`config.mk`:
```
export PLATFORM = sky130hd
export DESIGN_NAME = lsu
export DESIGN_NICKNAME = d
export VERILOG_FILES = /design/src/rtl/lsu.sv
export SDC_FILE = /design/constraint.sdc
export NUM_CORES = 1
export LEC_CHECK = 0
export CAP_MARGIN = 10
export CORE_MARGIN = 2
export CORE_UTILIZATION = 45
export CTS_CLUSTER_DIAMETER = 200
export DETAILED_ROUTE_END_ITERATION = 16
export GPL_TIMING_DRIVEN = 0
export PLACE_DENSITY_LB_ADDON = 0.2
export SYNTH_ARGS = -nofsm -noshare
export SYNTH_HDL_FRONTEND = slang
export SYNTH_SLANG_ARGS = --single-unit
```
`constraint.sdc`:
```
create_clock -name clk -period 5.7 [get_ports clk]
set_input_delay 0.57 -clock clk [delete_from_list [all_inputs] [get_ports clk]]
set_output_delay 0.57 -clock clk [all_outputs]
set_load 0.005 [all_outputs]
```
`src/rtl/lsu.sv`:
```
`default_nettype none
// ============================================================================
// Module   : lsu
// Purpose  : RV32I load/store unit. Takes one load or store request from the
//            core, issues a single word-aligned bus access with byte enables
//            and lane-replicated store data, and returns sign/zero-extended
//            load data. Illegal width codes and bus timeouts end the
//            transaction with fault set on the done pulse.
// Ports    : clk, rst                 clock, synchronous active-high reset
//            start, we, funct3,       core request (sampled only in IDLE)
//            addr, wdata
//            rdata, done, busy,       load result, completion pulse, stall,
//            fault, misaligned        error flags (valid with done)
//            mem_req, mem_we,         bus request side
//            mem_addr, mem_be,
//            mem_wdata
//            mem_gnt, mem_rvalid,     bus response side
//            mem_rdata
// Params   : TIMEOUT  cycles allowed in REQ+WAIT before abort (1..255)
// Macro    : LSU_MISALIGN_TRAP_EN  when defined, misaligned halfword/word
//            accesses complete immediately with misaligned=1 and no bus
//            access; otherwise the low address bits are simply ignored.
// Revision : 1.0  initial release
// ============================================================================
module lsu #(
    parameter int unsigned TIMEOUT = 255
) (
    input  logic        clk,
    input  logic        rst,
    input  logic        start,
    input  logic        we,
    input  logic [2:0]  funct3,
    input  logic [31:0] addr,
    input  logic [31:0] wdata,
    output logic [31:0] rdata,
    output logic        done,
    output logic        busy,
    output logic        fault,
    output logic        misaligned,
    output logic        mem_req,
    output logic        mem_we,
    output logic [31:0] mem_addr,
    output logic [3:0]  mem_be,
    output logic [31:0] mem_wdata,
    input  logic        mem_gnt,
    input  logic        mem_rvalid,
    input  logic [31:0] mem_rdata
);

    localparam logic [1:0] c_idle = 2'd0;
    localparam logic [1:0] c_req  = 2'd1;
    localparam logic [1:0] c_wait = 2'd2;
    localparam logic [1:0] c_done = 2'd3;

    // Abort fires on the last permitted cycle that has no bus progress.
    localparam logic [7:0] c_tmo_last = 8'(TIMEOUT - 1);

    logic [1:0]  r_state;
    logic [7:0]  r_cnt;
    logic        r_we;
    logic [2:0]  r_funct3;
    logic [1:0]  r_addr_lo;
    logic [31:0] r_rdata;
    logic        r_done;
    logic        r_fault;
    logic        r_misaligned;
    logic        r_mem_req;
    logic        r_mem_we;
    logic [31:0] r_mem_addr;
    logic [3:0]  r_mem_be;
    logic [31:0] r_mem_wdata;

    logic        w_illegal;
    logic        w_misalign;
    logic        w_timeout;
    logic [3:0]  w_be;
    logic [31:0] w_wdata;
    logic [7:0]  w_byte;
    logic [15:0] w_half;
    logic [31:0] w_load_ext;

    // Legal width codes: loads 000/001/010/100/101, stores 000/001/010.
    always_comb begin
        w_illegal = 1'b1;
        if (we) begin
            case (funct3)
                3'b000, 3'b001, 3'b010: w_illegal = 1'b0;
                default:                w_illegal = 1'b1;
            endcase
        end else begin
            case (funct3)
                3'b000, 3'b001, 3'b010, 3'b100, 3'b101: w_illegal = 1'b0;
                default:                                w_illegal = 1'b1;
            endcase
        end
    end

`ifdef LSU_MISALIGN_TRAP_EN
    // Only reached for legal codes, so funct3[1:0] alone identifies the size.
    always_comb begin
        case (funct3[1:0])
            2'b01:   w_misalign = addr[0];
            2'b10:   w_misalign = (addr[1:0] != 2'b00);
            default: w_misalign = 1'b0;
        endcase
    end
`else
    assign w_misalign = 1'b0;
`endif

    // Byte enables and replicated store data so every lane holds the operand.
    always_comb begin
        w_be    = 4'b1111;
        w_wdata = wdata;
        case (funct3[1:0])
            2'b00: begin
                w_be    = 4'b0001 << addr[1:0];
                w_wdata = {4{wdata[7:0]}};
            end
            2'b01: begin
                w_be    = addr[1] ? 4'b1100 : 4'b0011;
                w_wdata = {2{wdata[15:0]}};
            end
            default: begin
                w_be    = 4'b1111;
                w_wdata = wdata;
            end
        endcase
        if (!we) begin
            w_be = 4'b1111;
        end
    end

    // Lane selection and extension of the returned word for the captured op.
    assign w_byte = mem_rdata[{r_addr_lo, 3'b000} +: 8];
    assign w_half = mem_rdata[{r_addr_lo[1], 4'b0000} +: 16];

    always_comb begin
        case (r_funct3)
            3'b000:  w_load_ext = {{24{w_byte[7]}}, w_byte};
            3'b001:  w_load_ext = {{16{w_half[15]}}, w_half};
            3'b100:  w_load_ext = {24'd0, w_byte};
            3'b101:  w_load_ext = {16'd0, w_half};
            default: w_load_ext = mem_rdata;
        endcase
    end

    assign w_timeout = (r_cnt >= c_tmo_last);

    always_ff @(posedge clk) begin
        if (rst) begin
            r_state      <= c_idle;
            r_cnt        <= 8'd0;
            r_we         <= 1'b0;
            r_funct3     <= 3'b000;
            r_addr_lo    <= 2'b00;
            r_rdata      <= 32'd0;
            r_done       <= 1'b0;
            r_fault      <= 1'b0;
            r_misaligned <= 1'b0;
            r_mem_req    <= 1'b0;
            r_mem_we     <= 1'b0;
            r_mem_addr   <= 32'd0;
            r_mem_be     <= 4'b0000;
            r_mem_wdata  <= 32'd0;
        end else begin
            case (r_state)
                c_idle: begin
                    r_done       <= 1'b0;
                    r_fault      <= 1'b0;
                    r_misaligned <= 1'b0;
                    if (start) begin
                        r_we      <= we;
                        r_funct3  <= funct3;
                        r_addr_lo <= addr[1:0];
                        if (w_illegal) begin
                            r_state <= c_done;
                            r_done  <= 1'b1;
                            r_fault <= 1'b1;
                        end else if (w_misalign) begin
                            r_state      <= c_done;
                            r_done       <= 1'b1;
                            r_misaligned <= 1'b1;
                        end else begin
                            r_state     <= c_req;
                            r_cnt       <= 8'd0;
                            r_mem_req   <= 1'b1;
                            r_mem_we    <= we;
                            r_mem_be    <= w_be;
                            r_mem_addr  <= {addr[31:2], 2'b00};
                            r_mem_wdata <= w_wdata;
                        end
                    end
                end
                c_req: begin
                    // Grant wins over a timeout landing in the same cycle.
                    if (mem_gnt) begin
                        r_mem_req <= 1'b0;
                        r_cnt     <= r_cnt + 8'd1;
                        if (r_we) begin
                            r_state <= c_done;
                            r_done  <= 1'b1;
                        end else begin
                            r_state <= c_wait;
                        end
                    end else if (w_timeout) begin
                        r_mem_req <= 1'b0;
                        r_state   <= c_done;
                        r_done    <= 1'b1;
                        r_fault   <= 1'b1;
                    end else begin
                        r_cnt <= r_cnt + 8'd1;
                    end
                end
                c_wait: begin
                    if (mem_rvalid) begin
                        r_rdata <= w_load_ext;
                        r_state <= c_done;
                        r_done  <= 1'b1;
                    end else if (w_timeout) begin
                        r_state <= c_done;
                        r_done  <= 1'b1;
                        r_fault <= 1'b1;
                    end else begin
                        r_cnt <= r_cnt + 8'd1;
                    end
                end
                default: begin
                    r_state      <= c_idle;
                    r_done       <= 1'b0;
                    r_fault      <= 1'b0;
                    r_misaligned <= 1'b0;
                end
            endcase
        end
    end

    assign rdata      = r_rdata;
    assign done       = r_done;
    assign busy       = (r_state != c_idle);
    assign fault      = r_fault;
    assign misaligned = r_misaligned;
    assign mem_req    = r_mem_req;
    assign mem_we     = r_mem_we;
    assign mem_addr   = r_mem_addr;
    assign mem_be     = r_mem_be;
    assign mem_wdata  = r_mem_wdata;

endmodule
`default_nettype wire

```
After elaboration in Yosys (flattened, before gate mapping)
Index checks and enable logic that the tools add are counted.

storage, ports and cells
  register bits = 118
  bits of input ports = 105

cells by class
  $add $sub $neg = 1
  order comparisons = 1
  equal/unequal tests = 16
  shift-type cells = 3
  multiplexer cells = 37
  bitwise gates (word level) = 1
  reductions and logical operators = 15

operators by type and width
  kind                                                  count
  one-hot mux 32 bit (4 select lines)                   1
  one-hot mux 32 bit (2 select lines)                   1
  two-way mux 8 bit                                     5
  indexed part select 32 x 6 -> 16 bit                  1
  indexed part select 32 x 6 -> 8 bit                   1
  one-hot mux 8 bit (3 select lines)                    1
  two-way mux 1 bit                                     17
  equality test 3 bit (second input constant)           4
  two-way mux 2 bit                                     5
  adder 8 x 1 -> 8 bit (second input constant)          1
  >= comparator 8 bit (second input constant)           1
  two-way mux 4 bit                                     2
  != test 2 bit (second input constant)                 4
  one-hot mux 4 bit (2 select lines)                    1
  AND reduction 4 bit                                   2
  equality test 3 x 1 -> 1 bit (second input constant)  2
  logical NOT 3 bit                                     2
  != test 3 bit (second input constant)                 2
  one-hot mux 1 bit (3 select lines)                    2
  one-hot mux 2 bit (3 select lines)                    1
  AND reduction 2 bit                                   3
  OR reduction 5 bit                                    1
  equality test 2 x 1 -> 1 bit (second input constant)  2
  logical NOT 2 bit                                     2
  other kinds (9)                                       10

Depth between registers and ports, before layout
Gate-level depths: netlist of the first run.

  word-level depth = 7
  gate-level depth with buffers = 10
  depth with buffers taken out = 7

Worst setup path before layout of the first run
No wires, ideal clock.

  path type = reg-to-reg
  start point = register r_state[0]
  end point = register r_cnt[4]
  setup time = 0.117 ns
  data arrival time = 1.721 ns
  data required time = 5.583 ns
  slack = 3.862 ns
  stages on the path, launching flop included = 10
  cells stage by stage = dfxtp_1 > inv_1 > ha_1 > and2_1 > buf_4 > and3_1 > buf_4 > o21ai_4 > nor3b_1 > a32o_1

on the way
  word-level cells in the longest chain between the ends = 3
  elaborated cells between the ends (all ways) = 9
  classes of those cells = eq/ne: 5; mux: 1; reduce/logical: 3

RTL lines
  item                                                                  line  source
  start, declared                                                       58    logic [1:0] r_state;
  start signal, assigned                                                152   r_state <= c_idle;
  start signal, assigned                                                177   r_state <= c_done;
  start signal, assigned                                                181   r_state <= c_done;
  equality test 2 bit (tied with other cells)                           167   case (r_state)
  != test 2 bit (no source line) or nonzero test 3 bit (tied branches)  -
  AND reduction 4 bit (no source line)                                  -
  end signal, assigned                                                  199   r_cnt <= r_cnt + 8'd1;
  end signal, assigned                                                  212   r_cnt <= r_cnt + 8'd1;
  end signal, assigned                                                  225   r_cnt <= r_cnt + 8'd1;
  end, declared                                                         59    logic [7:0] r_cnt;

Parallel ways exist; a longest one is shown, timed or not.
A chain may end at the register's enable or synchronous reset.

Final worst setup path of the first run
  start point = register r_state[0]
  end point = output port busy

on the way
  word-level cells in the longest chain between the ends = 1

RTL lines
  item                line  source
  nonzero test 2 bit  240   assign busy = (r_state != c_idle);
  end, declared       37    output logic busy,

No other way between the ends.

==> results of run 1 <==
-- state kept, by name, summed over array words and instances, names as in the netlist, 2 cells and up --
name	flops
mem_wdata	32
rdata	32
mem_addr	30
r_cnt	8
mem_be	4
r_funct3	3
r_addr_lo	2
r_state	2
-- cell families after synthesis --
family,after synthesis,share of synthesized area (%)
and+or+nand+nor,258,19.98
AOI/OAI and AO/OA,210,23.25
DFF,118,43.76
buffers and inverters,70,5.818
muxes,26,5.239
adders and majority gates,6,1.391
xor gates and xnor gates,3,0.4869
other,1,0.06947
-- power groups by stage --
stage | Combinational [mW] | Sequential (mW) | Clock [mW]
finish | 1.01 | 1.04 | 1.14
global route | 1.11 | 1.06 | 1.20
CTS | 1.01 | 1.04 | 1.16
detailed placement | 1.00 | 1.06 | 0
global placement | 0.975 | 1.05 | 0
floorplan | 0.511 | 1.05 | 0
-- metrics by stage --
stage / power, mW / std cells / cell area (sq um) / hold WS (ns)
after floorplan: 1.565 / 694 / 5405 / 0.4497
after global placement: 2.022 / 1046 / 7641 / 0.4418
after detailed placement: 2.060 / 1046 / 7641 / 0.4470
after CTS: 3.209 / 1078 / 8273 / 0.4534
after global routing: 3.366 / 1078 / 8273 / 0.4784
final: 3.200 / 1078 / 8273 / 0.4528
-- worst max-delay path by stage --
stage | to | cells after the start | slack, ns | from
after CTS | busy | 4 | 3.30 | r_state[0]
after global routing | busy | 4 | 3.24 | r_state[0]
final | busy | 4 | 3.32 | r_state[0]
after detailed placement | mem_addr[24] | 8 | 3.17 | funct3[0]
after floorplan | r_cnt[4] | 9 | 3.86 | r_state[0]
after global placement | mem_wdata[7] | 8 | 3.24 | funct3[0]
-- area by class of cell --
type,count,area (sq um),share of cell area (%)
buffer,55,257.7,3.116
clock buffer,20,456.7,5.520
inverter,15,56.30,0.6806
clock inverter,12,175.2,2.117
timing repair buffer,205,2052,24.80
tap,147,183.9,2.223
sequential,118,2362,28.55
multi-input combinational,506,2729,32.99
-- cell usage in the layout, fill, tap and decap left out, types with 5 or more instances in the layout --
cell type	synthesis	routed
clkdlybuf4s50_1	0	205
nand2_1	172	172
dfxtp_1	118	118
a21oi_1	89	89
o21ai_0	57	57
nor2_1	50	50
clkbuf_1	32	33
a211oi_1	19	19
mux2i_1	17	17
clkbuf_16	0	17
inv_1	15	15
buf_2	14	14
a31oi_1	9	9
a311oi_1	9	9
mux2_2	8	8
nand3b_1	8	8
o221ai_1	7	7
ha_1	6	6
buf_4	5	5
nand3_1	5	5
-- worst max-delay path, delay by kind of cell, from the launching register on --
| family | cells | cell delay, ns |
|---|---|---|
| buf+inv | 3 | 0.71 |
| fa+ha+maj | 1 | 0.27 |
| flops | 1 | 0.41 |
-- routing by layer --
layer,vias up,wire [um]
met5,-,0
met4,0,416
met3,33,1521
met2,262,8806
met1,2750,7573
li1,2839,-
==> results.ini, run 1 <==
[critical_path]
cpPeakStageDelay_ns=0.52
crit_chain=inv_1 -> ha_1 -> inv_1 -> clkdlybuf4s50_1
path_max_fanout=6
critPathKind=flop to output pin
cp.required_ns=5.13
r2r_slack_ns=3.49
r2r-end=mem_wdata[27]
cp-start-kind=flop
cpMaxStageDelayCell=clkdlybuf4s50_1
r2r_start=r_state[0]
critical_path.most_common_cell=inv_1
r2r_cells=9
critical_path_arrival_ns=1.81
cp-end-kind=output pin

[drt]
via_count=5884
wire_per_inst_um=16.99
drc=0
vias_per_cell=5.458
drt_first_iter_violations=502
drtAntennaViolNets=0
totalWireLength_mm=18.32
drtPass1Iterations=5

[power_and_ir_drop]
internal-power_mw=2.198
pwr-share-seq_pct=32.6
p_sw_mw=1.002
pwr-share-clk_pct=35.7
power_density_mw_per_mm2=386.9
p_leak_nw=3.011
switching_share_pct=31.31
irDropWorstVdd_uv=214.1
combPwrFrac_pct=31.7

[yosys]
synth_commonest_cells=nand2_1, dfxtp_1, a21oi_1, o21ai_0, nor2_1
ys_ff_latch=118
synth_top_cell_by_area=dfxtp_1
synth_edf_count=0
synth_ff_type=dfxtp_1
synthDominantCellAreaShare_pct=43.76
synth_area_leaders=dfxtp_1, nand2_1, a21oi_1
yosysMostFrequentCell=nand2_1
yosysWarnings=0
ys_types=54
synth.avg_cell_area_sq_um=7.800
seq_area_frac_synth_pct=43.76
synthCells=692
ys_async_sr_fraction_pct=0
syn_area_sq_mm=0.005398

[finish]
area_growth_pct=53.27
utilization_pct=69.75
drive_above_1_share_pct=6.982
nets=1029
fill_cells=963
n_antenna_cell=0

[global_routing]
track_usage_pct=28.56
grt-busiest-layer=met2
met2_usage_pct=48.98
met1_usage_pct=33.23
grt_pass1_wl_mm=28.91
grt_max_degree=17
grt_use_met3_pct=9.936
overflow=0
grt_pass1_vias=5767
grt_antenna_before_repair=0

[outcome]
outcome=finished, final reports clean

[sta]
max_freq_mhz=420.2
finClkSkew_ns=0.003854
setup_tns_ns=0
worst_pin_slew_ns=0.6045
fin_ws_ns=3.320
timing.final.crit_share_pct=41.75
rsz0062_at_grt=false
max-slew-margin-rel_pct=59.70
finalHoldViolCount=0
drv_slew=0
layout_min_cycle_time_ns=2.380
setup_viol=0

[die]
die_y_um=113.5
fp.dieW_um=113.5
start_util_pct=45.51
core-area_sq_mm=0.01186
die-area_sq_mm=0.01289
rows=40
io_pins=211

[place]
port_buffers=205
hpwl_mm=13.86
gp_congestion=0.8993
dp_worst_setup_slack_ns=3.170

[cts]
cts.clk_slew.worst_paths_ns=0.05
cts_buffer_depth=2
cts.repair.resized=0
cts_hold_repair.buffers=0
cts_setup_buffers=0
tritoncts=built
cts.sinks=118
clock-root-buffer=clkbuf_16
htreeDepth=4
cts_made_buffers=17
insertion_delay_ns=0.42

[min_path]
min_from=mem_addr[21]
hold_path_end=mem_addr[21]
hold_class=flop to flop
whs_path_depth=2

[run]
drv_cap=0

(Power assumes the default switching activity.)
==> run 2, diff against run 1 <==
Settings changed: CORE_UTILIZATION 45 to 40.
Clock period 5.7 ns to 2.1 ns, I/O delays scaled along.
==> run 2 against run 1 <==
Compared with the run above: first-iteration DRC count shrank 12%; total power grew to 2.7 times the previous value; count of clock-buffer cells in the layout grew 2; via count shrank 2.9%; critical path depth grew 3; register-to-register slack lost 3.4 ns; combinational power grew to 2.8 times the previous value; non-clock buffer count grew 3; setup slack lost 3.2 ns; worst hold slack lost 0.15 ns; wire length shrank 3.1%; core utilization shrank 6.5 points.
==> results.ini, run 2 (synthesis gave the netlist of run 1 again) <==
[outcome]
outcome=finished, final reports clean

[min_path]
hold_class=input pin to flop

[critical_path]
critPathKind=flop to flop
r2r_cells=7  ; -2
cp.buffers_inverters=2  ; -1
r2r-end=done
cpMaxStageDelayCell=or4_1
r2r_slack_ns=0.14  ; -3.35 ns
worstSetupEndpoint=done
cpPeakStageDelay_ns=0.52  ; about the same
cp.depth=7  ; +3
cp.required_ns=2.38  ; -2.75 ns
path_max_fanout=8  ; +2
cp_top_family=simple AND/OR/NAND/NOR gates
cp-start-kind=flop
critPathLaunch=r_state[0]
cp-end-kind=flop
crit_chain=inv_1 -> ha_1 -> and2_1 -> clkbuf_1 -> or4_1 -> a21oi_1 -> o41ai_1
critical_path_arrival_ns=2.24  ; +0.43 ns
r2r_start=r_state[0]

[finish]
nets=1032  ; +0.29%
utilization_pct=63.20  ; -6.5 points
fill_cells=1180  ; +23%
area_growth_pct=54.45
final_common_cell=clkdlybuf4s50_1
n_antenna_cell=0  ; unchanged
drive_above_1_share_pct=8.672  ; +1.7 points
layout_common_cells=clkdlybuf4s50_1, nand2_1, dfxtp_1, a21oi_1, o21ai_0

[power_and_ir_drop]
combPwrFrac_pct=33.3  ; +1.6 points
irDropWorstVdd_uv=522.0  ; +140%
p_leak_nw=3.033  ; +0.75%
p_sw_mw=2.658  ; +170%
pwr-share-clk_pct=33.5  ; -2.2 points
power_density_mw_per_mm2=1018  ; +160%
switching_share_pct=31.32  ; about the same
total_power_mw=8.488  ; +170%
internal-power_mw=5.829  ; +170%
pwr-share-seq_pct=33.3  ; +0.7 points

[place]
hpwl_mm=13.17  ; -5.0%
dp_worst_setup_slack_ns=-0.06613  ; -3.236 ns
port_buffers=205  ; unchanged
gp_congestion=0.8739  ; -2.8%

[die]
core-area_sq_mm=0.01319  ; +11%
io_pins=211  ; unchanged
die-area_sq_mm=0.01444  ; +12%
start_util_pct=40.92  ; -4.6 points
die_y_um=120.2  ; +5.9%
fp.dieW_um=120.2  ; +5.9%
rows=42  ; +5.0%

[sta]
setup_viol=0  ; unchanged
max-slew-margin-rel_pct=59.87  ; +0.17 points
finClkSkew_ns=0.007690  ; +0.003836 ns
fin_ws_ns=0.1359  ; -3.184 ns
rsz0062_at_grt=false
layout_min_cycle_time_ns=1.964
timing.final.crit_share_pct=93.53
max_freq_mhz=509.1
drv_slew=0  ; unchanged
finalHoldViolCount=0  ; unchanged
worst_pin_slew_ns=0.6019  ; -0.002598 ns

[drt]
drtPass1Iterations=5  ; unchanged
drt_first_iter_violations=440  ; -12%
wire_per_inst_um=15.99  ; -5.9%
vias_per_cell=5.150  ; -5.7%
totalWireLength_mm=17.75  ; -3.1%
via_count=5716  ; -2.9%
drtAntennaViolNets=0  ; unchanged
drc=0  ; unchanged

[global_routing]
overflow=0  ; unchanged
grt_antenna_before_repair=0  ; unchanged
track_usage_pct=24.90  ; -3.7 points
grt_pass1_vias=5352  ; -7.2%
grt_max_degree=17  ; unchanged
grt_pass1_wl_mm=27.95  ; -3.3%

[cts]
insertion_delay_ns=0.41  ; about the same
cts.sinks=118  ; unchanged
cts_buffer_depth=2  ; unchanged
clock-root-buffer=clkbuf_16
tritoncts=built
htreeDepth=4  ; unchanged
cts_made_buffers=17  ; unchanged
cts.clk_slew.worst_paths_ns=0.05  ; about the same

[run]
drv_cap=0  ; unchanged

-- run 2: through the flow --
| step | hold slack [ns] | instances | area, sq um | TNS (ns) |
|---|---|---|---|---|
| 6_report | 0.3043 | 1110 | 8337 | 0 |
| 5_1_grt | 0.3366 | 1110 | 8337 | 0 |
| 2_1_floorplan | 0.3460 | 694 | 5405 | 0 |
| 3_3_place_gp | 0.4410 | 1075 | 7677 | -1.087 |
| 3_5_place_dp | 0.4463 | 1075 | 7677 | -1.321 |
| 4_1_cts | 0.2797 | 1107 | 8258 | 0 |
-- run 2: worst min-delay path by stage --
stage	from	to	slack, ns	cells past startpoint
5_1_grt	funct3[1]	mem_wdata[17]	0.34	3
6_report	funct3[1]	mem_wdata[17]	0.30	3
4_1_cts	funct3[1]	mem_wdata[17]	0.28	3
3_3_place_gp	mem_addr[2]	mem_addr[2]	0.44	2
3_5_place_dp	mem_addr[9]	mem_addr[9]	0.45	2
2_1_floorplan	funct3[2]	r_funct3[2]	0.35	2
-- run 2: what timing repair did --
| action | 4_1_cts | 5_1_grt |
|---|---|---|
| buffers inserted | 0 | 3 |
| gates resized for setup | 3 | 29 |
| hold buffers | 0 | 0 |
| pin swaps | 0 | 2 |
| setup endpoints to repair | 30 | 89 |
-- run 2: area by class of cell --
| class | instances | area, sq um | area share (%) |
|---|---|---|---|
| Inverter | 15 | 56.30 | 0.6754 |
| Clock inverter | 10 | 102.6 | 1.231 |
| Tap cell | 176 | 220.2 | 2.641 |
| Buffer | 55 | 292.8 | 3.512 |
| Clock buffer | 22 | 474.2 | 5.688 |
| Sequential cell | 118 | 2365 | 28.37 |
| Timing Repair Buffer | 208 | 2074 | 24.88 |
| Multi-Input combinational cell | 506 | 2751 | 33.00 |
-- run 2: power by group through the flow --
stage	clock network, mW	registers, mW	logic [mW]
after floorplan	0	2.86	1.39
after global placement	0	2.85	2.68
after detailed placement	0	2.86	2.70
after CTS	2.87	2.82	2.72
after global routing	2.98	2.87	3.11
final	2.84	2.82	2.82
-- run 2: per-layer routing --
| layer | GRT usage (%) | wire, um | vias to the layer above | part of all wire, % |
|---|---|---|---|---|
| li1 | - | - | 2839 | - |
| met1 | 30.95 | 7507 | 2629 | 42 |
| met2 | 40.06 | 8355 | 222 | 47 |
| met3 | 8.745 | 1488 | 26 | 8.4 |
| met4 | 8.529 | 400 | 0 | 2.3 |
| met5 | 0 | 0 | - | 0 |
-- run 2: worst min-delay path, stage by stage --
cell	delay, ns
buf_2	0.19
mux2i_1	0.18
a211oi_1	0.08
==> run 3, diff against run 2 <==
Settings changed: MAX_ROUTING_LAYER set to met4.
==> run 3 against run 2 <==
Compared with the run above: core utilization unchanged; die area unchanged; first-iteration DRC count increased by 9.8%; final cell count unchanged; critical path depth unchanged; setup slack got worse by 0.0030 ns; sequential power about the same; combinational power about the same; critical path type unchanged.
==> results.ini, run 3 (synthesis gave the netlist of run 1 again) <==
[die]
io_pins=211  ; unchanged
die-area_sq_mm=0.01444  ; unchanged
core-area_sq_mm=0.01319  ; unchanged
start_util_pct=40.92  ; unchanged
rows=42  ; unchanged
die_y_um=120.2  ; unchanged
fp.dieW_um=120.2  ; unchanged

[power_and_ir_drop]
power_density_mw_per_mm2=1018  ; about the same
irDropWorstVdd_uv=521.1  ; -0.17%
combPwrFrac_pct=33.3  ; about the same
pwr-share-clk_pct=33.4  ; about the same
p_sw_mw=2.655  ; -0.14%
internal-power_mw=5.829  ; about the same
p_leak_nw=3.033  ; unchanged
switching_share_pct=31.29  ; about the same
pwr-share-seq_pct=33.3  ; about the same

[sta]
finClkSkew_ns=0.007771  ; +0.00008074 ns
finalHoldViolCount=0  ; unchanged
max-slew-margin-rel_pct=60.93  ; +1.1 points
max_freq_mhz=508.4  ; -0.15%
rsz0062_at_grt=false
layout_min_cycle_time_ns=1.967  ; +0.003002 ns
setup_viol=0  ; unchanged
timing.final.crit_share_pct=93.67  ; +0.14 points
fin_ws_ns=0.1329  ; -0.003002 ns
worst_pin_slew_ns=0.5860  ; -0.01589 ns
drv_slew=0  ; unchanged
whs_ns=0.2978  ; -0.006434 ns

[cts]
htreeDepth=4  ; unchanged
clock-root-buffer=clkbuf_16
insertion_delay_ns=0.41  ; about the same
cts.sinks=118  ; unchanged
tritoncts=built
cts_hold_repair.buffers=0  ; unchanged
cts.clk_slew.worst_paths_ns=0.05  ; about the same
cts_buffer_depth=2  ; unchanged
cts_made_buffers=17  ; unchanged

[finish]
nets=1032  ; unchanged
drive_above_1_share_pct=8.672  ; unchanged
final_common_cell=clkdlybuf4s50_1
instances_no_fill=1110  ; unchanged
finalInstanceArea_sq_mm=0.008337  ; unchanged
layout_common_cells=clkdlybuf4s50_1, nand2_1, dfxtp_1, a21oi_1, o21ai_0
area_growth_pct=54.45  ; unchanged
utilization_pct=63.20  ; unchanged
n_antenna_cell=0  ; unchanged

[critical_path]
worstSetupEndpoint=done
critPathLaunch=r_state[0]
critical_path_arrival_ns=2.24  ; about the same
r2r-end=done
cp-start-kind=flop
cp-end-kind=flop
cp.required_ns=2.38  ; about the same
r2r_slack_ns=0.13  ; about the same
path_max_fanout=8  ; unchanged
r2r_cells=7  ; unchanged
critPathKind=flop to flop
r2r_start=r_state[0]

[min_path]
hold_class=input pin to flop

[drt]
wire_per_inst_um=15.99  ; about the same
totalWireLength_mm=17.75  ; about the same
via_count=5735  ; +0.33%
drtAntennaViolNets=0  ; unchanged
drc=0  ; unchanged
vias_per_cell=5.167  ; +0.33%
drtPass1Iterations=5  ; unchanged
drt_first_iter_violations=483  ; +9.8%

[global_routing]
overflow=0  ; unchanged
grt_antenna_before_repair=0  ; unchanged
grt_pass1_wl_mm=27.95  ; about the same
track_usage_pct=25.64  ; +0.73 points
grt_pass1_vias=5351  ; -0.019%
grt_max_degree=17  ; unchanged

[place]
hpwl_mm=13.17  ; unchanged
dpl_cell_area_sq_mm=0.007677  ; unchanged
port_buffers=205  ; unchanged
dp_worst_setup_slack_ns=-0.06613  ; unchanged
gp_congestion=0.8882  ; +1.6%
dp.cells=1075  ; unchanged

[run]
drv_cap=0  ; unchanged

[outcome]
outcome=finished, final reports clean

## run 3: per-layer routing
| layer | routed length (um) | share of wire (%) | vias up | global-route usage, % |
|---|---|---|---|---|
| met5 | 0 | 0 | - | - |
| met4 | 400 | 2.3 | 0 | 8.529 |
| met3 | 1385 | 7.8 | 26 | 7.937 |
| met2 | 8343 | 47 | 215 | 39.91 |
| met1 | 7619 | 43 | 2658 | 31.67 |
| li1 | - | - | 2836 | - |
## run 3: stage by stage
step	setup TNS, ns	total power, mW
3_5_place_dp	-1.321	5.558
4_1_cts	0	8.408
5_1_grt	0	8.958
6_report	0	8.484
3_3_place_gp	-1.087	5.534
2_1_floorplan	0	4.248
## run 3: worst max-delay path: stages, from the launching register on
cell      delay, ns
dfxtp_2        0.36
inv_1          0.07
ha_1           0.30
and2_1         0.19
clkbuf_1       0.16
or4_1          0.52
a21oi_1        0.15
o41ai_1        0.09
## run 3: worst min path at each step
stage | from | endpoint | slack, ns | depth (start not counted)
2_1_floorplan | funct3[2] | r_funct3[2] | 0.35 | 2
4_1_cts | funct3[1] | mem_wdata[17] | 0.28 | 3
3_5_place_dp | mem_addr[9] | mem_addr[9] | 0.45 | 2
5_1_grt | addr[18] | mem_addr[18] | 0.34 | 3
6_report | funct3[1] | mem_wdata[17] | 0.30 | 3
3_3_place_gp | mem_addr[2] | mem_addr[2] | 0.44 | 2
## run 3: cell type report
class,instances,area [sq um]
multi-input combinational,506,2751
clock buffer,22,474.2
buffer,55,292.8
inverter,15,56.30
timing repair buffer,208,2074
tap,176,220.2
sequential,118,2365
clock inverter,10,102.6
fill,1180,4853
## run 3: power by group through the flow
stage,clock network (mW),logic (mW),registers [mW]
2_1_floorplan,0,1.39,2.86
3_3_place_gp,0,2.68,2.85
3_5_place_dp,0,2.70,2.86
4_1_cts,2.87,2.72,2.82
5_1_grt,2.98,3.11,2.87
6_report,2.84,2.82,2.83
## run 3: what timing repair did
action,in CTS,in global routing
pin swaps,0,2
setup endpoints to repair,30,89
gates resized for setup,3,29
setup buffers,0,3
